<file path="src/rtl/rd53_to_hit_digitizer.sv">
// rd53_to_hit_digitizer
// Drives the RD53 "TO" discriminator latch (STROBE_TO, PHI_AZ_TO), samples the
// active-low differential latch output once per strobe and turns each hit into
// a {timestamp, ToT} record, buffered in a small valid/ready FIFO.
// Optional feature macro: RD53_TO_AUTOZERO_EN
//   defined   : periodic auto-zero phase (AZ state, PHI_AZ_TO pulses)
//   undefined : no auto-zero, PHI_AZ_TO tied low, continuous strobing
module rd53_to_hit_digitizer #(
  parameter int TOT_W      = 4,
  parameter int TS_W       = 8,
  parameter int FIFO_DEPTH = 4,
  parameter int AZ_PERIOD  = 64,
  parameter int AZ_LEN     = 4
) (
  input  logic             CLK,
  input  logic             RST_B,
  input  logic             ENABLE,
  input  logic [TS_W-1:0]  TS_IN,
  input  logic             VOUTP_TO,
  input  logic             VOUTN_TO,
  output logic             STROBE_TO,
  output logic             PHI_AZ_TO,
  output logic             HIT_VALID,
  input  logic             HIT_READY,
  output logic [TS_W-1:0]  HIT_TS,
  output logic [TOT_W-1:0] HIT_TOT,
  output logic [7:0]       DROP_CNT,
  output logic [7:0]       ERR_CNT
);

  localparam int PTR_W = $clog2(FIFO_DEPTH);
  localparam int REC_W = TS_W + TOT_W;
  localparam logic [TOT_W-1:0] TOT_MAX   = '1;
  localparam logic [PTR_W:0]   FIFO_FULL = (PTR_W + 1)'(FIFO_DEPTH);

  function automatic logic [TOT_W-1:0] tot_sat_inc(input logic [TOT_W-1:0] v);
    return (v == TOT_MAX) ? v : v + 1'b1;
  endfunction

  function automatic logic [7:0] cnt_sat_inc(input logic [7:0] v);
    return (v == 8'hFF) ? v : v + 8'd1;
  endfunction

`ifdef RD53_TO_AUTOZERO_EN
  typedef enum logic [1:0] {S_IDLE, S_TOT, S_AZ} state_t;
`else
  typedef enum logic {S_IDLE, S_TOT} state_t;
`endif

  state_t           state;
  state_t           state_nxt;
  logic             phase;
  logic             strobe_run;
  logic             sample;
  logic             code_hit;
  logic             code_err;
  logic             ts_load;
  logic             tot_inc;
  logic             rec_push;

  logic [TS_W-1:0]  ts_q;
  logic [TOT_W-1:0] tot_q;

  logic             vld_p0;
  logic [TS_W-1:0]  ts_p0;
  logic [TOT_W-1:0] tot_p0;

  logic [REC_W-1:0] mem [FIFO_DEPTH];
  logic [REC_W-1:0] head;
  logic [PTR_W-1:0] wr_ptr;
  logic [PTR_W-1:0] rd_ptr;
  logic [PTR_W:0]   count;
  logic             fifo_full;
  logic             do_pop;
  logic             do_push;
  logic             do_drop;

  logic [7:0]       drop_q;
  logic [7:0]       err_q;

  // A sample edge is one where the strobe is currently high; the latch has
  // settled well before the next CLK edge.
  assign sample   = phase & ENABLE;
  assign code_hit = ~VOUTP_TO &  VOUTN_TO;
  assign code_err = ~VOUTP_TO & ~VOUTN_TO;

`ifdef RD53_TO_AUTOZERO_EN
  localparam int AZC_W = $clog2(2 * AZ_LEN);
  localparam int SMP_W = $clog2(AZ_PERIOD + 1);
  localparam logic [SMP_W-1:0] SMP_LAST = SMP_W'(AZ_PERIOD);
  localparam logic [AZC_W-1:0] AZC_LAST = AZC_W'(2 * AZ_LEN - 1);

  logic [SMP_W-1:0] smp_cnt;
  logic [AZC_W-1:0] az_cnt;
  logic             az_req;
  logic             az_done;

  assign az_req  = (smp_cnt == SMP_LAST);
  assign az_done = (az_cnt == AZC_LAST);

  // Count samples toward the next auto-zero; holds at the request value while deferred.
  always_ff @(posedge CLK or negedge RST_B) begin
    if (!RST_B)                        smp_cnt <= '0;
    else if (state == S_AZ && az_done) smp_cnt <= '0;
    else if (sample && !az_req)        smp_cnt <= smp_cnt + 1'b1;
  end

  // Time the auto-zero window in CLK cycles (AZ_LEN strobe periods).
  always_ff @(posedge CLK or negedge RST_B) begin
    if (!RST_B)                         az_cnt <= '0;
    else if (state == S_AZ && !az_done) az_cnt <= az_cnt + 1'b1;
    else                                az_cnt <= '0;
  end

  // PHI_AZ_TO is registered from the state being entered so it aligns with AZ.
  always_ff @(posedge CLK or negedge RST_B) begin
    if (!RST_B) PHI_AZ_TO <= 1'b0;
    else        PHI_AZ_TO <= (state_nxt == S_AZ);
  end

  // Strobe is parked low for the whole auto-zero window, including its first cycle.
  assign strobe_run = ENABLE && (state_nxt != S_AZ);
`else
  assign PHI_AZ_TO  = 1'b0;
  assign strobe_run = ENABLE;
`endif

  // Next-state decode: hit start, ToT accumulation, record push, auto-zero scheduling.
  always_comb begin
    state_nxt = state;
    ts_load   = 1'b0;
    tot_inc   = 1'b0;
    rec_push  = 1'b0;
    case (state)
      S_IDLE: begin
`ifdef RD53_TO_AUTOZERO_EN
        if (az_req) begin
          state_nxt = S_AZ;
        end else
`endif
        if (sample && code_hit) begin
          state_nxt = S_TOT;
          ts_load   = 1'b1;
        end
      end
      S_TOT: begin
        if (!ENABLE) begin
          rec_push  = 1'b1;
          state_nxt = S_IDLE;
        end else if (sample) begin
          if (code_hit) begin
            tot_inc = 1'b1;
          end else begin
            rec_push  = 1'b1;
            state_nxt = S_IDLE;
          end
        end
      end
`ifdef RD53_TO_AUTOZERO_EN
      S_AZ: begin
        if (az_done) state_nxt = S_IDLE;
      end
`endif
      default: state_nxt = S_IDLE;
    endcase
  end

  // State register.
  always_ff @(posedge CLK or negedge RST_B) begin
    if (!RST_B) state <= S_IDLE;
    else        state <= state_nxt;
  end

  // Strobe phase: toggles every CLK while running, parked low otherwise.
  always_ff @(posedge CLK or negedge RST_B) begin
    if (!RST_B) phase <= 1'b0;
    else        phase <= strobe_run ? ~phase : 1'b0;
  end

  assign STROBE_TO = phase;

  // Hit accumulator: timestamp at the leading sample, saturating ToT.
  always_ff @(posedge CLK) begin
    if (ts_load) begin
      ts_q  <= TS_IN;
      tot_q <= TOT_W'(1);
    end else if (tot_inc) begin
      tot_q <= tot_sat_inc(tot_q);
    end
  end

  // Illegal 00 latch codes, counted on sample edges only.
  always_ff @(posedge CLK or negedge RST_B) begin
    if (!RST_B)                    err_q <= '0;
    else if (sample && code_err)   err_q <= cnt_sat_inc(err_q);
  end

  // ---- p0: completed record staged one cycle before the FIFO write ----
  // Push-valid (control) for the staged record.
  always_ff @(posedge CLK or negedge RST_B) begin
    if (!RST_B) vld_p0 <= 1'b0;
    else        vld_p0 <= rec_push;
  end

  // Staged record payload.
  always_ff @(posedge CLK) begin
    if (rec_push) begin
      ts_p0  <= ts_q;
      tot_p0 <= tot_q;
    end
  end

  // ---- FIFO: write of p0 record, head pop toward readout ----
  assign fifo_full = (count == FIFO_FULL);
  assign HIT_VALID = (count != '0);
  assign do_pop    = HIT_VALID & HIT_READY;
  assign do_push   = vld_p0 & (~fifo_full | do_pop);
  assign do_drop   = vld_p0 & fifo_full & ~do_pop;

  // Record storage.
  always_ff @(posedge CLK) begin
    if (do_push) mem[wr_ptr] <= {ts_p0, tot_p0};
  end

  // FIFO pointers and occupancy.
  always_ff @(posedge CLK or negedge RST_B) begin
    if (!RST_B) begin
      wr_ptr <= '0;
      rd_ptr <= '0;
      count  <= '0;
    end else begin
      if (do_push) wr_ptr <= wr_ptr + 1'b1;
      if (do_pop)  rd_ptr <= rd_ptr + 1'b1;
      case ({do_push, do_pop})
        2'b10:   count <= count + 1'b1;
        2'b01:   count <= count - 1'b1;
        default: count <= count;
      endcase
    end
  end

  // Records lost because the FIFO was full with no pop in the same cycle.
  always_ff @(posedge CLK or negedge RST_B) begin
    if (!RST_B)       drop_q <= '0;
    else if (do_drop) drop_q <= cnt_sat_inc(drop_q);
  end

  // Head is forced to zero when empty so outputs read 0 out of reset.
  assign head     = mem[rd_ptr];
  assign HIT_TS   = HIT_VALID ? head[REC_W-1:TOT_W] : '0;
  assign HIT_TOT  = HIT_VALID ? head[TOT_W-1:0]     : '0;
  assign DROP_CNT = drop_q;
  assign ERR_CNT  = err_q;

endmodule

</file>
<file path="config.mk">
export PLATFORM = sky130hd
export DESIGN_NAME = rd53_to_hit_digitizer
export DESIGN_NICKNAME = d
export VERILOG_FILES = /design/src/rtl/rd53_to_hit_digitizer.sv
export SDC_FILE = /design/constraint.sdc
export NUM_CORES = 1
export LEC_CHECK = 0
export CAP_MARGIN = 20
export CELL_PAD_IN_SITES_DETAIL_PLACEMENT = 1
export CELL_PAD_IN_SITES_GLOBAL_PLACEMENT = 1
export CORE_MARGIN = 2
export CORE_UTILIZATION = 45
export CTS_CLUSTER_DIAMETER = 80
export DETAILED_ROUTE_END_ITERATION = 8
export HOLD_SLACK_MARGIN = 0.06
export PLACE_DENSITY_LB_ADDON = 0.1
export SLEW_MARGIN = 15
export SYNTH_ARGS = -nofsm -noshare
export SYNTH_HDL_FRONTEND = slang
export SYNTH_SLANG_ARGS = --single-unit
</file>
<file path="constraint.sdc">
create_clock -name CLK -period 2.5 [get_ports CLK]
set_clock_uncertainty 0.1 [all_clocks]
set_input_delay 0.5 -clock CLK [delete_from_list [all_inputs] [get_ports CLK]]
set_output_delay 0.5 -clock CLK [all_outputs]
set_load 0.02 [all_outputs]
</file>
==> results.txt <==
----------------------------------------------------
[Layout]
  Count of fill cells added during filler insertion ... 877
  Commonest non-fill, non-tap cell in the layout ... sky130_fd_sc_hd__edfxtp_1
  Commonest cells after routing, fill and taps aside ... sky130_fd_sc_hd__edfxtp_1 (68), sky130_fd_sc_hd__clkdlybuf4s50_1 (31), sky130_fd_sc_hd__dfrtp_1 (25)
  # nets final ... 342
  Layout cells sized above 1 ... 0.2099
  Antenna diode instance count ... 0
  Post-route cell area ... 4918 um^2
  Growth of design area from synthesis to finish ... 20.55%

[Route]
  First DRT Iteration DRCs ... 84
  Vias post-DR ... 2328
  Routed len/inst ... 17.86 um
  DR WL met2 ... 3770 um
  WL met1 ... 3579 um
  Total length of routed wires ... slightly below 8000 um
  DR pass1 iterations ... 4
  Antenna viol nets, final ... 0
  Total DRC errors in the routed layout ... 0
  Metal3 WL ... approximately 260 um
  Via density per instance ... ~5.4
  Uppermost layer routed ... met4

[Synth]
  Share of synthesized area occupied by flip-flops and latches ... 0.6795
  Primary flip-flop cell chosen by synthesis mapping ... sky130_fd_sc_hd__edfxtp_1
  Dominant cells by area after synthesis ... sky130_fd_sc_hd__edfxtp_1 (50%), sky130_fd_sc_hd__dfrtp_1 (16%), sky130_fd_sc_hd__mux4_2 (6.6%)
  Ys async rst share ... 0.2653
  Area share of the largest cell type after synthesis ... 0.5005
  Post-synth EDFFs ... 68
  Post-synthesis area per instance ... 15.63 um^2
  Cell count after synthesis ... 261
  Cell type with the largest total area after synthesis ... sky130_fd_sc_hd__edfxtp_1
  Post-synthesis cell area ... around 4100 um^2
  Number of library cell types mapped by synthesis ... 46
  Yosys synthesis warning count ... 0
  Nets in the synthesized netlist ... 283
  Yosys reg bits ... 98

[Status]
  Run status ... finished, final reports clean

[Floorplanning]
  X dimension of the die ... 99.22 um
  Die outline area ... 9845 um^2
  Y dimension of the die ... 99.22 um
  Num ports ... 45
  Number of cell rows ... 34
  Core region area ... 8763 um^2
  Initial core utilization ... 0.4656

[Job]
  Max Cap Violations ... 0

[Pwr]
  PwrDens ... ~900 nW/um^2
  Internal Power ... 0.003069 W
  Combinational cell fraction of total power ... 0.341
  Power share of the sequential group ... 0.437
  Net switching power ... 0.001398 W
  Switching Fraction ... 0.3130
  Leakage power ... 1.828 nW
  Worst IR Drop VDD ... 0.3906 mV
  Power share of the clock group ... 0.222

[Placed design]
  Port Buf Inserts ... 43
  Standard cell area after detailed placement ... 4728 um^2
  Global placement routability congestion ... 0.7176
  HPWL reported at the end of detailed placement ... roughly 5300 um
  Pre-CTS worst setup slack ... 122.6 ps

[Worst hold path]
  Hold path depth ... 0
  Path class of the lowest-slack min-delay path ... reg2reg

[Worst setup path]
  Critical Path End Type ... output pin
  Gate family responsible for the most delay along the worst path ... multiplexers
  Largest incremental delay on the critical path ... 490 ps
  Critical setup path kind ... reg2out
  CP Cell Sequence ... buf_12 -> buf_16 -> mux4_2 -> and2_1 -> buf_2
  WP buf/inv ... 3
  Data required time of the critical path ... 1900 ps
  Signal arrival time at the worst endpoint ... 1810 ps
  Critical path depth in cells ... 5
  Critical-path top delay cell ... sky130_fd_sc_hd__mux4_2
  Count of cells along the worst register-to-register path ... 5
  Top fanout value on the critical path ... 6
  Kind of start point of the critical path ... flop

[Timing]
  Final hold viol count ... 0
  Final-report max-slew violation count ... 0
  Share of the cycle needed by the critical path after routing ... 0.9631
  Period minus WS final ... 2408 ps
  Worst Tran Pin Value ... 494.2 ps
  Setup repair after global routing missed its margin ... no
  Maximum operating frequency ... 415.3 MHz
  Relative slew margins ... 0.6687
  Count of final setup violators ... 0
  Final sum of negative setup slack ... 0 ps
  PnR worst setup slack ... 92.15 ps

[Clock tree]
  Worst-Skew Late Latency ... 350 ps
  TritonCTS clock tree ... yes
  CTS Root Buffer Type ... sky130_fd_sc_hd__clkbuf_8
  Number of clock sinks ... just under 100
  Maximum root-to-sink buffer count ... 2
  Clock transition at the register clock pins on the worst setup and hold paths after CTS ... 90 ps
  CTS H-tree lvls ... 3
  Total CTS buffers ... 9

[Global route]
  First-pass GRT wire length ... 12740 um
  Pin count of the biggest net entering global routing ... 27
  Initial antenna violation count ... 0
  Via count of the first global-routing pass ... 2424
  Overflow left after global routing ... 0
  GRT Overall Usage ... 0.1695

----------------------------------------------------
==> worst register-to-register path, stage by stage (launching register included) <==
cell	delay, ps
sky130_fd_sc_hd__dfrtp_1	390
sky130_fd_sc_hd__or3_4	490
sky130_fd_sc_hd__nand3_1	130
sky130_fd_sc_hd__fa_1	440
sky130_fd_sc_hd__a211oi_1	190
sky130_fd_sc_hd__a2bb2oi_1	180
==> metrics by stage <==
stage	hold WS, ps	std cells	util	power (W)
after floorplan	104.4	261	-	0.002954
after global placement	300.9	414	0.5395	0.003482
after detailed placement	310.5	414	0.5395	0.003539
after CTS	332.9	432	0.5654	0.004571
after global routing	349.6	432	0.5613	0.004720
final	331.1	432	0.5613	0.004468
==> cells in the mapped netlist (4+ instances only) <==
cell	n
sky130_fd_sc_hd__dfrtp_1	26
sky130_fd_sc_hd__o21ai_0	12
sky130_fd_sc_hd__nor2_1	7
sky130_fd_sc_hd__mux4_2	12
sky130_fd_sc_hd__nand4_1	5
sky130_fd_sc_hd__and3_1	4
sky130_fd_sc_hd__nand3_1	7
sky130_fd_sc_hd__dfxtp_1	4
sky130_fd_sc_hd__buf_4	4
sky130_fd_sc_hd__ha_1	7
sky130_fd_sc_hd__inv_1	9
sky130_fd_sc_hd__xnor2_1	8
sky130_fd_sc_hd__buf_2	4
sky130_fd_sc_hd__edfxtp_1	68
sky130_fd_sc_hd__nand2_1	13
sky130_fd_sc_hd__a21oi_1	11
sky130_fd_sc_hd__and2_1	17
==> path summary, 6_finish.rpt <==
check                      startpoint         end  slack [ps]
setup / recovery            rd_ptr[0]  HIT_TOT[2]          90
hold / removal                ts_q[5]    ts_p0[5]         330
hold reg to reg               ts_q[5]    ts_p0[5]         330
min in group asynchronous       RST_B    count[0]         420
max in group asynchronous       RST_B   rd_ptr[0]        1590
setup reg to reg             count[1]    count[1]         520
==> area by class of cell <==
| type | count | area (um^2) | share of cell area |
|---|---|---|---|
| tap | 108 | 135.1 | 0.02747 |
| multi-input combinational | 142 | 1180 | 0.2399 |
| clock buffer | 9 | 123.9 | 0.02518 |
| clock inverter | 6 | 66.31 | 0.01348 |
| timing repair buffer | 60 | 605.6 | 0.1231 |
| inverter | 9 | 33.78 | 0.006868 |
| sequential | 98 | 2774 | 0.5640 |
==> power groups by stage <==
stage	combinational [W]	clock (W)	sequential, W
CTS	0.00159	0.00102	0.00195
detailed placement	0.00156	0	0.00198
floorplan	0.000962	0	0.00199
finish	0.00152	0.000992	0.00195
global placement	0.00151	0	0.00197
global route	0.00166	0.00109	0.00197
==> per-layer routing <==
layer / vias to the layer above / track usage
met4: 0 / 0.05690
met2: 45 / 0.2749
met1: 1183 / 0.2320
met5: - / 0
li1: 1090 / -
met3: 10 / 0.03303
==> cells by family after synthesis <==
logic type                 share of synthesized area
other                                      0.0009191
DFF                                           0.6795
and+or+nand+nor                              0.09997
xor gates and xnor gates                     0.02147
adders and majority gates                    0.02637
AOI/OAI and AO/OA                            0.05305
buffers and inverters                        0.03220
muxes                                        0.08648
==> flip-flops by register name, summed over array words and instances, names as in the netlist, 3 cells and up <==
signal / flops
ts_p0: 8
mem: 48
count: 3
tot_q: 4
tot_p0: 4
DROP_CNT: 8
ts_q: 8
ERR_CNT: 8
==> what timing repair did <==
action                     CTS  global route
cloned                       1             0
setup endpoints to repair   13             7
gates resized for setup     38             7
hold buffers                 0             0
setup buffers                2             0
No activity file was read; power rests on OpenSTA's default activity.
